[config.mk]
export PLATFORM = sky130hd
export DESIGN_NAME = shift_sequencer_flat
export DESIGN_NICKNAME = d
export VERILOG_FILES = /design/src/rtl/shift_sequencer_if.sv /design/src/rtl/shift_sequencer.sv /design/src/flat_wrapper.sv
export SDC_FILE = /design/constraint.sdc
export NUM_CORES = 1
export LEC_CHECK = 0
export CAP_MARGIN = 30
export CORE_ASPECT_RATIO = 1.5
export CORE_UTILIZATION = 25
export DETAILED_ROUTE_END_ITERATION = 6
export PLACE_DENSITY_LB_ADDON = 0.2
export SLEW_MARGIN = 5
export SYNTH_ARGS = -nofsm -noshare
export SYNTH_HDL_FRONTEND = slang
export SYNTH_SLANG_ARGS = --single-unit
[constraint.sdc]
create_clock -name clk -period 1.69 [get_ports clk]
set_input_delay 0.338 -clock clk [delete_from_list [all_inputs] [get_ports clk]]
set_output_delay 0.338 -clock clk [all_outputs]
set_load 0.005 [all_outputs]
[src/rtl/shift_sequencer_if.sv]
// Request, shifter-drive and result signals of the shift sequencer.
// slave: the sequencer; master: the surrounding core (request source,
// shifter and writeback consumer).
interface shift_sequencer_if #(
   parameter int unsigned WIDTH = 32,
   parameter int unsigned SBITS = 3
) ();
   localparam int unsigned SHW = $clog2(WIDTH);

   logic             in_valid;
   logic             in_ready;
   logic [WIDTH-1:0] in_val;
   logic [SHW-1:0]   in_shamt;
   logic             in_right;
   logic             in_arith;

   logic [WIDTH-1:0] sh_val;
   logic [SBITS-1:0] sh_sham;
   logic             sh_right;
   logic             sh_arith;
   logic [WIDTH-1:0] sh_out;

   logic             out_valid;
   logic             out_ready;
   logic [WIDTH-1:0] out_data;

   modport slave (
      input  in_valid, in_val, in_shamt, in_right, in_arith, sh_out, out_ready,
      output in_ready, sh_val, sh_sham, sh_right, sh_arith, out_valid, out_data
   );

   modport master (
      output in_valid, in_val, in_shamt, in_right, in_arith, sh_out, out_ready,
      input  in_ready, sh_val, sh_sham, sh_right, sh_arith, out_valid, out_data
   );
endinterface

[src/rtl/shift_sequencer.sv]
// Breaks a full-width shift into steps of at most 2^SBITS positions, driving a
// narrow external barrel shifter (BIAS=1) and accumulating its output.
module shift_sequencer #(
   parameter int unsigned WIDTH = 32,
   parameter int unsigned SBITS = 3
) (
   input  logic              clk,
   input  logic              rst,
   input  logic              kill,
   shift_sequencer_if.slave  bus
);
   localparam int unsigned SHW = $clog2(WIDTH);
   localparam logic [SHW:0] STEP_MAX = (SHW + 1)'(2 ** SBITS);

   typedef enum logic [1:0] {StIdle, StRun, StDone} state_t;

   state_t           state_q, state_d;
   logic [WIDTH-1:0] acc_q, acc_d;
   logic [SHW:0]     rem_q, rem_d;
   logic             right_q, right_d;
   logic             arith_q, arith_d;
   logic [SHW:0]     step;
   logic [SHW:0]     step_m1;
   logic [SHW:0]     rem_next;

   // Step size for the current RUN cycle and the remainder after it.
   always_comb begin
      step     = (rem_q > STEP_MAX) ? STEP_MAX : rem_q;
      step_m1  = step - (SHW + 1)'(1);
      rem_next = rem_q - step;
   end

   // State and datapath registers.
   always_ff @(posedge clk or posedge rst) begin
      if (rst) begin
         state_q <= StIdle;
         acc_q   <= '0;
         rem_q   <= '0;
         right_q <= 1'b0;
         arith_q <= 1'b0;
      end else begin
         state_q <= state_d;
         acc_q   <= acc_d;
         rem_q   <= rem_d;
         right_q <= right_d;
         arith_q <= arith_d;
      end
   end

   // Next-state, datapath update and outputs.
   always_comb begin
      state_d       = state_q;
      acc_d         = acc_q;
      rem_d         = rem_q;
      right_d       = right_q;
      arith_d       = arith_q;
      bus.in_ready  = (state_q == StIdle) & ~kill;
      bus.sh_val    = acc_q;
      bus.sh_sham   = '0;
      bus.sh_right  = right_q;
      bus.sh_arith  = arith_q;
      bus.out_valid = (state_q == StDone);
      bus.out_data  = acc_q;

      unique case (state_q)
         StIdle: begin
            if (bus.in_valid && bus.in_ready) begin
               acc_d   = bus.in_val;
               rem_d   = {1'b0, bus.in_shamt};
               right_d = bus.in_right;
               // Left shifts never sign-fill.
               arith_d = bus.in_right & bus.in_arith;
               state_d = (bus.in_shamt == '0) ? StDone : StRun;
            end
         end
         StRun: begin
            bus.sh_sham = step_m1[SBITS-1:0];
            acc_d       = bus.sh_out;
            rem_d       = rem_next;
            if (rem_next == '0) state_d = StDone;
         end
         StDone: begin
            if (bus.out_ready) state_d = StIdle;
         end
         default: state_d = StIdle;
      endcase

      // Flush overrides everything, including a held result.
      if (kill) state_d = StIdle;
   end
endmodule

[src/flat_wrapper.sv]
// flat-port wrapper written by rule: the top's interface ports become plain ports
module shift_sequencer_flat 
#(
   parameter int unsigned WIDTH = 32,
   parameter int unsigned SBITS = 3
)
  (clk, rst, kill, bus_in_valid, bus_in_val, bus_in_shamt, bus_in_right, bus_in_arith, bus_sh_out, bus_out_ready, bus_in_ready, bus_sh_val, bus_sh_sham, bus_sh_right, bus_sh_arith, bus_out_valid, bus_out_data);
  shift_sequencer_if #(.WIDTH(WIDTH), .SBITS(SBITS)) bus_i ();
  input  logic clk;
  input  logic rst;
  input  logic kill;
  input wire logic [$bits(bus_i.in_valid)-1:0] bus_in_valid;
  input wire logic [$bits(bus_i.in_val)-1:0] bus_in_val;
  input wire logic [$bits(bus_i.in_shamt)-1:0] bus_in_shamt;
  input wire logic [$bits(bus_i.in_right)-1:0] bus_in_right;
  input wire logic [$bits(bus_i.in_arith)-1:0] bus_in_arith;
  input wire logic [$bits(bus_i.sh_out)-1:0] bus_sh_out;
  input wire logic [$bits(bus_i.out_ready)-1:0] bus_out_ready;
  output wire logic [$bits(bus_i.in_ready)-1:0] bus_in_ready;
  output wire logic [$bits(bus_i.sh_val)-1:0] bus_sh_val;
  output wire logic [$bits(bus_i.sh_sham)-1:0] bus_sh_sham;
  output wire logic [$bits(bus_i.sh_right)-1:0] bus_sh_right;
  output wire logic [$bits(bus_i.sh_arith)-1:0] bus_sh_arith;
  output wire logic [$bits(bus_i.out_valid)-1:0] bus_out_valid;
  output wire logic [$bits(bus_i.out_data)-1:0] bus_out_data;
  assign bus_i.in_valid = bus_in_valid;
  assign bus_i.in_val = bus_in_val;
  assign bus_i.in_shamt = bus_in_shamt;
  assign bus_i.in_right = bus_in_right;
  assign bus_i.in_arith = bus_in_arith;
  assign bus_i.sh_out = bus_sh_out;
  assign bus_i.out_ready = bus_out_ready;
  assign bus_in_ready = bus_i.in_ready;
  assign bus_sh_val = bus_i.sh_val;
  assign bus_sh_sham = bus_i.sh_sham;
  assign bus_sh_right = bus_i.sh_right;
  assign bus_sh_arith = bus_i.sh_arith;
  assign bus_out_valid = bus_i.out_valid;
  assign bus_out_data = bus_i.out_data;
  shift_sequencer #(.WIDTH(WIDTH), .SBITS(SBITS)) u_core (.clk(clk), .rst(rst), .kill(kill), .bus(bus_i));
endmodule
==> flow_metrics.tcl <==
set metrics [dict create \
    overflow 0 \
    slew_viol_final 0 \
    num_rows 44 \
    dieArea_um2 10600 \
    synth_top_area_share_pct 41.2 \
    grt_pass1_vias 2183 \
    clockBufferDepth 2 \
    first_iter_violations 27 \
    ant_nets 0 \
    start_util_pct 26.0 \
    synth_mux_area_share_pct 32.7 \
    finalCritPeriodShare_pct 126 \
    io_buffer_count 146 \
    peakVddDrop_mv 0.654 \
    synth.distinct_cells 32 \
    final_common_cell "clkdlybuf4s50_1" \
    htreeDepth 2 \
    final_nets 426 \
    violations "DRC, setup timing" \
    antenna_found_initial 0 \
    final_cell_mix "clkdlybuf4s50_1, mux2_4, dfrtp_1, buf_4, nand2_1" \
    fin_ws_ns -0.431 \
    synth_flop_cell "dfrtp_1" \
    cts_tree "built" \
    pwr_density_cell_nw_per_um2 1540 \
    die_x_um 84.5 \
    root_buffer "clkbuf_16" \
    synth-seq-cells 42 \
    clkLatencyLatePin_ns 0.28 \
    core_um2 9800 \
    synth-simple-area-share_pct 7.11 \
    synth_top_area_cell "dfrtp_1" \
    wl_per_cell_um 15.6 \
    wirelength_um 7240 \
    critPathCaptureType "output pin" \
    drc 7 \
    ctsHoldBuffers 0 \
    gp_congestion 0.776 \
    worst_pin_slew_ns 0.382 \
    synth_fa_ha_area_share_pct 0.491 \
    grt_use_total_pct 12.9 \
    cp-start-kind "flop" \
    period_needed_ns 2.12 \
    synth-xor-area-share_pct 0.343 \
    synth_top_family_by_area "multiplexers" \
    synthesis.instances 203 \
    antenna_cells 0 \
    cts_buffers 5 \
    ys_warn_count 0 \
    synth_area_leaders "dfrtp_1, mux2_2, mux2_4, buf_4, buf_6" \
    ios 147 \
    synthToLayoutAreaGrowth_pct 76.8 \
    finClkSkew_ns 0.00204 \
    max_cap_violations 0 \
    routed_via_density 4.43 \
    dpl.cell_count 444 \
    final_core_util_pct 46.0 \
    cts.sinks 42 \
    synth_compound_area_share_pct 4.76 \
    p_leak_nw 1.96 \
    worstPathMaxFanout 3 \
    syn_area_per_cell_um2 12.6 \
    async_flop_share_pct 100 \
    yosysSeqAreaShare_pct 41.2 \
    final_layout_size_suffix_gt1_share_pct 34.6 \
    clkSlewWorstSetupHoldPaths_ns 0.06 \
    grt_max_degree 21 \
    grt_pass1_wl_um 10700 \
    placed_area_um2 4070 \
    vias 2060 \
    finalNonFillerCells 465 \
    outcome "complete, but fails checks" \
    dr.pass1.iters 6 \
    setup_viol 24 \
    cp.arrival_ns 1.78 \
    synth_edf_count 0 \
    fmax_mhz 471 \
    fill_cells 932 \
    syn_area_um2 2550 \
    path_class "reg -> out" \
    hold_violations 0 \
    power_mw 6.92 \
    hold_path_class "in -> async" \
    worstPathRequired_ns 1.35 \
    syn_nets 280 \
    final_cell_area_um2 4510 \
    rsz0062_at_grt "true" \
    die_y_um 126 \
    max_slew_margin_pct 74.2 \
    dpl.hpwl_um 5080 \
]
registers in the layout, summed over array words and instances (netlist names):
signal and cells:
u_core.rem_q 6, u_core.bus.sh_arith 1, u_core.bus.sh_right 1, u_core.bus.out_data 32, u_core.state_q 2
path summary, 6_finish.rpt:
kind	end	start	cells after the start	slack, ns
max	bus_sh_sham[2]	u_core.rem_q[1]	7	-0.43
max reg2reg	u_core.bus.out_data[28]	u_core.state_q[1]	7	-0.03
min	u_core.bus.out_data[2]	rst	2	0.32
min in group clk	u_core.bus.sh_arith	u_core.bus.sh_arith	2	0.47
min reg2reg	u_core.bus.sh_arith	u_core.bus.sh_arith	2	0.47
max in group asynchronous	u_core.bus.out_data[28]	rst	3	0.90
through the flow:
stage	setup slack, ns	TNS, ns	hold WS, ns
global route	-0.558	-2.99	0.348
floorplan	-0.0921	-0.124	0.440
CTS	-0.467	-1.15	0.327
global placement	-0.589	-8.74	0.457
finish	-0.431	-1.33	0.319
detailed placement	-0.576	-9.02	0.459
synthesized netlist by cell type (all sizes together) (2+ instances only):
cell type and count:
clkbuf 2, o21ai 3, mux2 65, nor2 5, nand2b 2, o211ai 6, a21oi 3, nor3 2
nor2b 2, buf 40, dfrtp 42, nor4b 3, nand2 11, inv 5
repair_timing:
| action | 4_1_cts | 5_1_grt |
|---|---|---|
| gates resized for setup | 34 | 17 |
| setup buffers | 4 | 5 |
| gates cloned | 0 | 4 |
| pin swaps | 7 | 1 |
| endpoints found under the setup margin | 5 | 36 |
per-layer routing:
| metal | global-route usage [%] | part of all wire [%] | up-vias |
|---|---|---|---|
| li1 | - | - | 970 |
| met5 | 0 | 0 | - |
| met3 | 2.36 | 4.5 | 12 |
| met2 | 24.5 | 56 | 80 |
| met4 | 5.38 | 2.2 | 0 |
| met1 | 13.7 | 37 | 998 |
report_power, final:
part / switching, mW / leakage (nW) / internal (mW)
sequential: 0.372 / 0.503 / 1.48
clock: 0.386 / 0.0832 / 0.669
combinational: 1.18 / 1.38 / 2.83
total: 1.94 / 1.96 / 4.98
worst max-delay path, stage by stage, from the launching register on:
cell	delay [ns]
dfrtp_1	0.37
or3_1	0.38
a21oi_2	0.17
nand2_1	0.08
ha_2	0.18
xnor2_1	0.12
nor2_1	0.09
buf_2	0.11
final cells by class:
class | count | area [µm²] | share of cell area [%]
clock buffers | 8 | 166 | 3.69
inverters | 5 | 18.8 | 0.416
multi-input cells | 114 | 1290 | 28.6
flip-flops and latches | 42 | 1050 | 23.3
well taps | 115 | 144 | 3.19
repair buffers | 181 | 1840 | 40.8
logic make-up (layout without fill, tap and decap cells):
logic type	count (synthesis)	in the layout
buffers and inverters	47	194
AND/OR/NAND/NOR	31	31
multiplexers	65	65
AO/OA/AOI/OAI	16	16
XOR/XNOR	1	1
adder cells (fa/ha/maj)	1	1
flip-flops	42	42
Power figures use the tool's default switching activity.
==> variant (same flow settings) <==
Make the reset (`rst`) synchronous in one clocked block.
--- a/src/rtl/shift_sequencer.sv
+++ b/src/rtl/shift_sequencer.sv
@@ -32,5 +32,5 @@
 
    // State and datapath registers.
-   always_ff @(posedge clk or posedge rst) begin
+   always_ff @(posedge clk) begin
       if (rst) begin
          state_q <= StIdle;
Formal check against the unedited RTL: differs if rst is asserted again (counterexample within 4 cycles, from zero or initial values and one cycle with rst high); with rst held inactive, the same outputs for 10 cycles.
==> variant against the unedited design <==
The flow finishes with violations (setup timing). Sequential cell count did not move. Non-clock buffer count fell by 10. Setup slack improved by 0.014 ns. Area after synthesis fell by 17%. Cell area fell by 17%. Critical path type unchanged. Wire length fell by 2.6%. Maximum frequency rose by 0.65%.
Power is not compared: it rests on default switching activity, and its combinational part moved more than twofold at a synthesized area within 25%.
==> variant: results (changes against the unedited design) <==
outcome: "finished, violations left"  # unchanged
synth_compound_area_frac: 0.0488  # was 0.0476
grt_pass1_vias: 2369  # was 2183
synthFlopType: "dfxtp_1"  # was dfrtp_1
setup_viol: 4  # was 24
grt_first_pass_wirelength_um: 11100  # was 10700 µm
synth_seq_area_share: 0.400  # was 0.412
postCtsSetupBuffers: 1  # was 4
rrSetupSlack_ns: 0.10  # was -0.03 ns
drt-initial-drc-count: 79  # was 27
dp_slack_ns: -0.526  # was -0.576 ns
regArea_um2: 842  # was 0.00105 mm²
grt_max_degree: 35  # was 21
synth_xor_area_frac: 0.00416  # was 0.00343
min_path_type: "flip-flop to flip-flop"  # was input pin to asynchronous set/reset pin
worstMarginPinSlew_ns: 0.418  # was 0.382 ns
viasPerCell: 4.68  # was 4.43
synthMuxAreaShare: 0  # was 0.327
final.setup.worst_slack_ns: -0.418  # was -0.431 ns
setup_tns_ns: -1.28  # was -1.33 ns
cts_resized: 15  # was 34
routed_wl_um: 7050  # was 7240 µm
violations: "setup timing"  # was DRC, setup timing
hold_ws_ns: 0.459  # was 0.319 ns
dp_cells: 495  # was 444
track_usage: 0.157  # was 0.129
async_flop_share: 0  # was 1.00
hold_depth: 2
synthAdderAreaFrac: 0.00595  # was 0.00491
cp-startpoint: "u_core.rem_q[1]$_SDFFE_PP0P_"  # was u_core.rem_q[1]$_DFFE_PP0P_
num-fill-cells: 828  # was 932
drive_above_1_share: 0.118  # was 0.346
first_pass_iters: 4  # was 6
cts_buffers: 5  # unchanged
worstRegToRegCells: 5  # was 7
ys_types: 29  # was 32
syn_inst: 277  # was 203
synth_area_leaders: "dfxtp_1 40%, nor2_1 12%, buf_4 11%"  # was dfrtp_1 41%, mux2_2 16%, mux2_4 16%
hpwl_um: 5160  # was 5080 µm
-- variant: layer usage --
layer	track usage	vias up	wire length (µm)
li1	-	1177	-
met1	0.168	1069	2830
met2	0.292	103	3600
met3	0.0319	12	421
met4	0.0782	0	201
met5	0	-	0
-- variant: cells by family (layout without fill, tap and decap cells) --
logic type      after synthesis  count (layout)
compound gates               16              16
xor+xnor                      1               1
fa+ha+maj                     1               1
buf+inv                      56             179
flops                        42              42
simple gates                161             161
-- variant: final cells by class --
cell class / count / share of cell area
timing repair buffer: 171 / 0.438
clock inverter: 1 / 0.00799
sequential: 42 / 0.224
tap: 105 / 0.0350
multi-input combinational: 179 / 0.259
clock buffer: 7 / 0.0353
-- variant: critical path, stage by stage, from the launching register on --
cell and delay (ns):
dfxtp_2 0.32, or3_4 0.39, a21oi_4 0.20, nand2_2 0.09, ha_4 0.17, xnor2_1 0.11, nor2_1 0.09, buf_2 0.12
